--- src/rtl/z80_bus_trace.sv ---
// Z80 bus-activity monitor: filters the start of each memory/IO cycle into a
// valid/ready trace FIFO and keeps a small bank of software-written debug registers.
module z80_bus_trace #(
  parameter int          DEPTH    = 16,
  parameter int          AW       = 4,
  parameter int          NUM_DBG  = 2,
  parameter logic [7:0]  DBG_BASE = 8'h01,
  parameter int          OVF_W    = 8
) (
  input  logic                   clk,
  input  logic                   rst,
  input  logic [15:0]            z80_addr,
  input  logic [7:0]             z80_di,
  input  logic [7:0]             z80_do,
  input  logic                   z80_mem_rd,
  input  logic                   z80_mem_wr,
  input  logic                   z80_io_rd,
  input  logic                   z80_io_wr,
  input  logic                   capture_en,
  input  logic [3:0]             type_mask,
  input  logic [15:0]            win_lo,
  input  logic [15:0]            win_hi,
  output logic                   trace_valid,
  input  logic                   trace_ready,
  output logic [25:0]            trace_data,
  output logic [AW:0]            fifo_level,
  output logic [OVF_W-1:0]       overflow_cnt,
  output logic [8*NUM_DBG-1:0]   dbg_regs
);

  // Bit index of each qualifier equals its record type code.
  logic [3:0]        w_qual;
  logic [3:0]        r_prev;
  logic [3:0]        w_rise;
  logic              w_evt;
  logic [1:0]        w_type;
  logic [7:0]        w_data;
  logic              w_in_win;
  logic              w_push;
  logic              w_pop;
  logic              w_full;
  logic              w_empty;
  logic              w_wr_en;
  logic              w_drop;
  logic [AW:0]       w_level;
  logic [AW:0]       r_wr_ptr;
  logic [AW:0]       r_rd_ptr;
  logic [OVF_W-1:0]  r_ovf;
  logic [25:0]       r_mem [DEPTH];
  logic [7:0]        r_dbg [NUM_DBG];

  assign w_qual = {z80_io_wr, z80_io_rd, z80_mem_wr, z80_mem_rd};
  assign w_rise = w_qual & ~r_prev;

  always_comb begin
    w_evt  = 1'b0;
    w_type = 2'd0;
    w_data = z80_di;
    if (w_rise[1]) begin
      w_evt  = 1'b1;
      w_type = 2'd1;
      w_data = z80_do;
    end else if (w_rise[0]) begin
      w_evt  = 1'b1;
      w_type = 2'd0;
      w_data = z80_di;
    end else if (w_rise[3]) begin
      w_evt  = 1'b1;
      w_type = 2'd3;
      w_data = z80_do;
    end else if (w_rise[2]) begin
      w_evt  = 1'b1;
      w_type = 2'd2;
      w_data = z80_di;
    end
  end

  // IO types (type[1]=1) bypass the memory window.
  assign w_in_win = (z80_addr >= win_lo) && (z80_addr <= win_hi);
  assign w_push   = w_evt && capture_en && type_mask[w_type] && (w_type[1] || w_in_win);

  assign w_level  = r_wr_ptr - r_rd_ptr;
  assign w_full   = (w_level == (AW+1)'(DEPTH));
  assign w_empty  = (w_level == '0);
  assign w_pop    = !w_empty && trace_ready;
  assign w_wr_en  = w_push && (!w_full || w_pop);
  assign w_drop   = w_push && w_full && !w_pop;

  always_ff @(posedge clk) begin
    if (rst) begin
      r_prev   <= '0;
      r_wr_ptr <= '0;
      r_rd_ptr <= '0;
      r_ovf    <= '0;
    end else begin
      r_prev <= w_qual;
      if (w_wr_en) r_wr_ptr <= r_wr_ptr + 1'b1;
      if (w_pop)   r_rd_ptr <= r_rd_ptr + 1'b1;
      if (w_drop && (r_ovf != '1)) r_ovf <= r_ovf + 1'b1;
    end
  end

  // When full with a simultaneous pop, the write lands in the slot being vacated.
  always_ff @(posedge clk) begin
    if (w_wr_en) r_mem[r_wr_ptr[AW-1:0]] <= {w_type, z80_addr, w_data};
  end

  assign trace_data   = r_mem[r_rd_ptr[AW-1:0]];
  assign trace_valid  = !w_empty;
  assign fifo_level   = w_level;
  assign overflow_cnt = r_ovf;

  generate
    for (genvar gi = 0; gi < NUM_DBG; gi++) begin : g_dbg
      localparam logic [7:0] LP_PORT = DBG_BASE + 8'(gi);
      always_ff @(posedge clk) begin
        if (rst) begin
          r_dbg[gi] <= 8'h00;
        end else if (w_rise[3] && (z80_addr[7:0] == LP_PORT)) begin
          r_dbg[gi] <= z80_do;
        end
      end
      assign dbg_regs[8*gi +: 8] = r_dbg[gi];
    end
  endgenerate

endmodule

--- config.mk ---
export PLATFORM = sky130hd
export DESIGN_NAME = z80_bus_trace
export DESIGN_NICKNAME = d
export VERILOG_FILES = /design/src/rtl/z80_bus_trace.sv
export SDC_FILE = /design/constraint.sdc
export NUM_CORES = 1
export LEC_CHECK = 0
export ABC_AREA = 1
export CORE_AREA = 2 2 185 187
export CTS_CLUSTER_SIZE = 40
export DETAILED_ROUTE_END_ITERATION = 16
export DIE_AREA = 0 0 187 189
export GPL_TIMING_DRIVEN = 0
export HOLD_SLACK_MARGIN = 0.06
export PLACE_DENSITY = 0.86
export SLEW_MARGIN = 20
export SYNTH_ARGS = -nofsm -noshare
export SYNTH_HDL_FRONTEND = slang
export SYNTH_SLANG_ARGS = --single-unit
--- constraint.sdc ---
create_clock -name clk -period 4.4 [get_ports clk]
set_input_delay 0.88 -clock clk [delete_from_list [all_inputs] [get_ports clk]]
set_output_delay 0.88 -clock clk [all_outputs]
set_load 0.005 [all_outputs]
# Word level (Yosys, flattened, before mapping)
# Memories as Yosys holds them, arrays and structs flattened. A register that Yosys moved wholly into a read port is not among the register bits.
# Index checks and enable logic that the tools add are counted.
[word_totals]
inputBits = 76
regBits = 22
ramBits = 432
wordCells = 65
memories = 2
out_inout_bits = 56
[mem_list]
columns = ["name", "depth", "width", "rd", "rd_ports_with_merged_regs", "wr", "line_no", "rtl"]
rows = [
  ["r_mem", 16, 26, 1, 1, 1, "49", "logic [25:0] r_mem [DEPTH];"],
  ["r_dbg", 2, 8, 2, 0, 2, "50", "logic [7:0] r_dbg [NUM_DBG];"],
]
[op_classes]
n_lt_le_gt_ge = 3
n_eq_ne = 4
bitwise_logic = 4
muxes = 27
reduce_logical = 17
add_sub_neg = 4
[op_table]
columns = ["cell", "n"]
rows = [
  ["$mux W8", 5],
  ["$ge A16 B16 Y1", 1],
  ["$le A16 B16 Y1", 1],
  ["$mux W1", 15],
  ["$logic_and A1 B1 Y1", 11],
  ["$add A5 B1 Y5 const B", 2],
  ["$add A8 B1 Y8 const B", 1],
  ["$eq A8 B1 Y1 const B", 1],
  ["$eq A8 B2 Y1 const B", 1],
  ["$mux W2", 4],
  ["$mux W4", 2],
  ["$ne A8 B8 Y1 const B", 1],
  ["$eq A5 B5 Y1 const B", 1],
  ["$logic_not A5 Y1", 1],
  ["$sub A5 B5 Y5", 1],
  ["$and A4 B4 Y4", 1],
  ["$not A4 Y4", 1],
  ["$logic_not A1 Y1", 3],
  ["$lt A2 B3 Y1 const B", 1],
  ["$bmux W1 S2", 1],
  ["$logic_or A1 B1 Y1", 2],
  ["$or A1 B1 Y1", 2],
]

# Longest topological paths before layout
[depth]
depth_word = 13
mapped_depth = 19
ltp_nobuf = 19

# Worst setup path after synthesis
# OpenSTA, ideal clock, no wires.
[synth_timing]
path_type = "input to register"
start = "input port z80_mem_wr"
end = "memory r_mem[0][0] (enable)"
slack_ps = 677
required_ps = 3991
setup_time_ps = 409
t_arrival_ps = 3314
cell_stages = 12
path_cell_list = "inv_2 nor2_2 inv_1 nand2_1 nand2_1 nand3_1 nand2_1 a31oi_4 nand3_4 inv_2 nand2_1 nor2_1"
[synth_between]
elab_chain_cells = 9
elab_cells_between_ends = 12
cone_classes = "mux: 6; bitwise: 1; reduce/logical: 5"
[synth_rtl]
columns = ["item", "line_no", "rtl"]
rows = [
  ["start, declared", "16", "input logic z80_mem_wr,"],
  ["$and A4 B4 Y4", "53", "assign w_rise = w_qual & ~r_prev;"],
  ["$mux W2", "59", "if (w_rise[1]) begin"],
  ["via w_type[0]", "36", "logic [1:0] w_type;"],
  ["$bmux W1 S2", "80", "assign w_push = w_evt && capture_en && type_mask[w_type] && (w_type[1] || w_in_win);"],
  ["$mux W1 (not written as such)", "80", ""],
  ["$logic_and A1 B1 Y1 (2 in series)", "80", ""],
  ["$logic_and A1 B1 Y1", "86", "assign w_wr_en = w_push && (!w_full || w_pop);"],
  ["$mux W1", "105", "if (w_wr_en) r_mem[r_wr_ptr[AW-1:0]] <= {w_type, z80_addr, w_data};"],
  ["$mux W1 (not written as such)", "105", ""],
  ["end, declared", "49", ""],
]
# The timed path passes the listed nets, and every way through them passes these cells. The select of a mux whose other input is x is not followed.

==> impl_metrics.env <==
export IMPL_die_w_um=187
export IMPL_relSlewSlack=0.313
export IMPL_syn_nets=1624
export IMPL_arrival_ns=3.47
export IMPL_cpPeakStageDelay_ns=0.61
export IMPL_avgSynthCellArea_um2=13.0
export IMPL_worstSkewPairLatency_ns=0.58
export IMPL_dp_hpwl_um=34900
export IMPL_setup_tns_ns=0
export IMPL_dp_cells=2104
export IMPL_crit_top_cell="clkbuf_1"
export IMPL_ir_drop_v=0.000335
export IMPL_final_area_um2=23500
export IMPL_dieHeight_um=189
export IMPL_tritoncts="done"
export IMPL_syn_to_final_growth_pct=20.6
export IMPL_grtUsageTotal=0.300
export IMPL_grt_max_degree=22
export IMPL_cts_sinks=458
export IMPL_yosys_most_used_dff="edfxtp_1"
export IMPL_dr_total_vias=14068
export IMPL_setup_viol_count_final=0
export IMPL_start_util=0.586
export IMPL_vias_per_cell=6.40
export IMPL_synth_area_um2=19500
export IMPL_r2r_start="r_prev[0]"
export IMPL_yosys_area_share_adder=0.0280
export IMPL_grt_pass1_vias=14062
export IMPL_wl_um=55000
export IMPL_finalHoldViolations=0
export IMPL_ant_nets=0
export IMPL_num_rows=67
export IMPL_synthCells=1505
export IMPL_synthXorXnorAreaFrac=0.00353
export IMPL_synth_edf_count=432
export IMPL_pre_cts_slack_ns=-0.423
export IMPL_path_clk_slew_ns=0.06
export IMPL_coreArea_um2=33300
export IMPL_netlist_cell_type_count=39
export IMPL_antenna_found_initial=0
export IMPL_muxShareOfSynthArea=0.0534
export IMPL_synthArstFlopShare=0
export IMPL_layout_min_cycle_time_ns=4.35
export IMPL_n_fill_cell=1956
export IMPL_endpoint_kind="output port"
export IMPL_drive_gt1_frac=0.0919
export IMPL_ys_seq_elements=458
export IMPL_setup_ws_ns=0.0477
export IMPL_grt_pass1_wl_um=79900
export IMPL_crit_chain="clkbuf_1, clkinv_1, clkbuf_1, o211ai_1, nand2_1, clkdlybuf4s50_1"
export IMPL_dpl_cell_area_um2=21900
export IMPL_clockBufferDepth=3
export IMPL_drv_cap=0
export IMPL_worstSetupPathType="flop to output port"
export IMPL_yosysSeqAreaShare=0.692
export IMPL_fin_skew_ns=0.0321
export IMPL_finalCritPeriodShare=0.989
export IMPL_cts_hold_buf=0
export IMPL_fp_dieArea_um2=35300
export IMPL_power_leakage_nw=8.38
export IMPL_timing_fmax_mhz=230
export IMPL_cp_required_ns=3.52
export IMPL_synth_compound_area_frac=0.116
export IMPL_nNetsFinal=1836
export IMPL_drt_iter0_markers=2213
export IMPL_synth_simple_area_share=0.0552
export IMPL_drc=0
export IMPL_drv_slew=0
export IMPL_gp_congestion=0.870
export IMPL_diodes=0
export IMPL_fin_util=0.706
export IMPL_worst_pin_slew_ns=1.03
export IMPL_critPathLaunchType="flop"
export IMPL_cts_root_buf="clkbuf_16"
export IMPL_hold_start="overflow_cnt[1]"
export IMPL_crit_path_max_fanout=10
export IMPL_min_path_type="flop to flop"
export IMPL_stdcell_count=2199
export IMPL_cts_buffers=46
export IMPL_powerDensity_nw_per_um2=437
export IMPL_synth_top_family_by_area="compound AO/OA/AOI/OAI gates"
export IMPL_yosys_warnings=0
export IMPL_critPathSlowestCell="clkinv_1"
export IMPL_io_buffer_count=130
export IMPL_rsz0062_at_grt="false"
export IMPL_pin_count=132
export IMPL_first_pass_iters=6
export IMPL_grt_remaining_overflow=0
export IMPL_status="complete, no violations"
export IMPL_wl_per_cell_um=25.0
export IMPL_cts_max_level=2
-- where the power goes --
group,internal [mW],switching (mW)
clock network,2.14,1.67
logic,0.597,1.01
registers,4.82,0.0181
total,7.56,2.70
-- final timing paths --
| path | to | slack (ns) | cells past startpoint |
|---|---|---|---|
| setup / recovery | trace_data[22] | 0.05 | 6 |
| hold / removal | overflow_cnt[1] | 0.51 | 2 |
| setup reg to reg | r_mem[1][20] | 1.01 | 13 |
| hold reg to reg | overflow_cnt[1] | 0.51 | 2 |
-- Yosys cell counts (2+ instances only) --
master / count / area, um2
nand3_1: 47 / 235
dfxtp_1: 26 / 521
a21oi_2: 2 / 17.5
nor4_1: 3 / 18.8
inv_1: 180 / 676
nand3b_1: 2 / 15.0
nor3_1: 6 / 30.0
nand4_1: 7 / 43.8
o21a_1: 2 / 15.0
xor2_1: 3 / 26.3
nor2_2: 3 / 18.8
inv_2: 5 / 18.8
nand2_1: 105 / 394
xnor2_1: 3 / 26.3
clkbuf_1: 48 / 180
edfxtp_1: 432 / 13000
o21ai_0: 131 / 656
o211ai_1: 104 / 781
nand3_4: 2 / 35.0
mux2i_1: 104 / 1040
nor2_4: 2 / 22.5
clkinv_1: 2 / 7.51
a21oi_1: 130 / 651
buf_1: 15 / 56.3
buf_2: 15 / 75.1
o21ai_1: 17 / 85.1
nor2_1: 56 / 210
ha_1: 42 / 526
-- flip-flops by register name (all words and copies together) (netlist names), named ones only --
register	cells
r_rd_ptr	5
overflow_cnt	8
r_prev	4
r_mem	416
r_dbg	16
r_wr_ptr	5
-- what timing repair did --
item,4_1_cts,5_1_grt
gates resized for setup,0,9
setup endpoints to repair,0,110
buffers inserted,0,13
hold endpoints to repair,0,0
-- routing by layer --
| layer | part of all wire | vias up | wire length (um) | GRT usage |
|---|---|---|---|---|
| met5 | 0 | - | 0 | 0 |
| met4 | 0.049 | 0 | 2700 | 0.149 |
| met3 | 0.12 | 223 | 6870 | 0.0521 |
| met2 | 0.49 | 1247 | 27100 | 0.520 |
| met1 | 0.33 | 6695 | 18300 | 0.368 |
| li1 | - | 5903 | - | - |
-- critical path: cells and delay by family (launching register included) --
family / cells / cell delay, ns
buf+inv: 4 / 2.15
flops: 1 / 0.31
compound gates: 1 / 0.31
simple gates: 1 / 0.15
-- cell usage in the layout (no fill, tap or decap), types with 3 or more instances in the layout --
cell and n:
nor2_1 41, clkbuf_2 6, nand2_1 105, edfxtp_1 432
buf_1 11, mux2i_1 104, buf_2 15, nor3_1 6
a21oi_1 130, nand3_1 47, nand4_1 7, o211ai_1 104
xnor2_1 3, clkinv_2 8, nor2_4 18, buf_12 11
ha_1 42, inv_1 180, buf_4 14, clkbuf_16 46
buf_16 9, o21ai_0 123, xor2_1 3, clkinv_1 8
dfxtp_1 26, o21ai_1 22, bufinv_16 3, inv_2 5
nor4_1 3, clkdlybuf4s50_1 129, clkbuf_1 56, o21ai_2 4
-- kinds of logic after synthesis --
group | Yosys count
AO/OA/AOI/OAI | 390
AND/OR/NAND/NOR | 238
adder cells (fa/ha/maj) | 43
flip-flops | 458
XOR/XNOR | 7
multiplexers | 104
buffers and inverters | 265
-- area by class of cell --
class	instances	area (um2)	share of cell area
Multi-Input combinational cell	782	5120	0.218
Inverter	187	702	0.0299
Tap cell	448	561	0.0238
Buffer	78	319	0.0136
Clock inverter	24	226	0.00963
Clock buffer	58	1220	0.0517
Sequential cell	458	13500	0.574
Timing Repair Buffer	164	1880	0.0798
-- metrics by stage --
| step | hold slack, ns | total power, mW |
|---|---|---|
| 6_report | 0.508 | 10.3 |
| 5_1_grt | 0.551 | 10.5 |
| 4_1_cts | 0.516 | 10.2 |
| 3_5_place_dp | 0.499 | 6.46 |
| 3_3_place_gp | 0.479 | 6.38 |
| 2_1_floorplan | 0.476 | 5.76 |
Power figures use the tool's default switching activity.
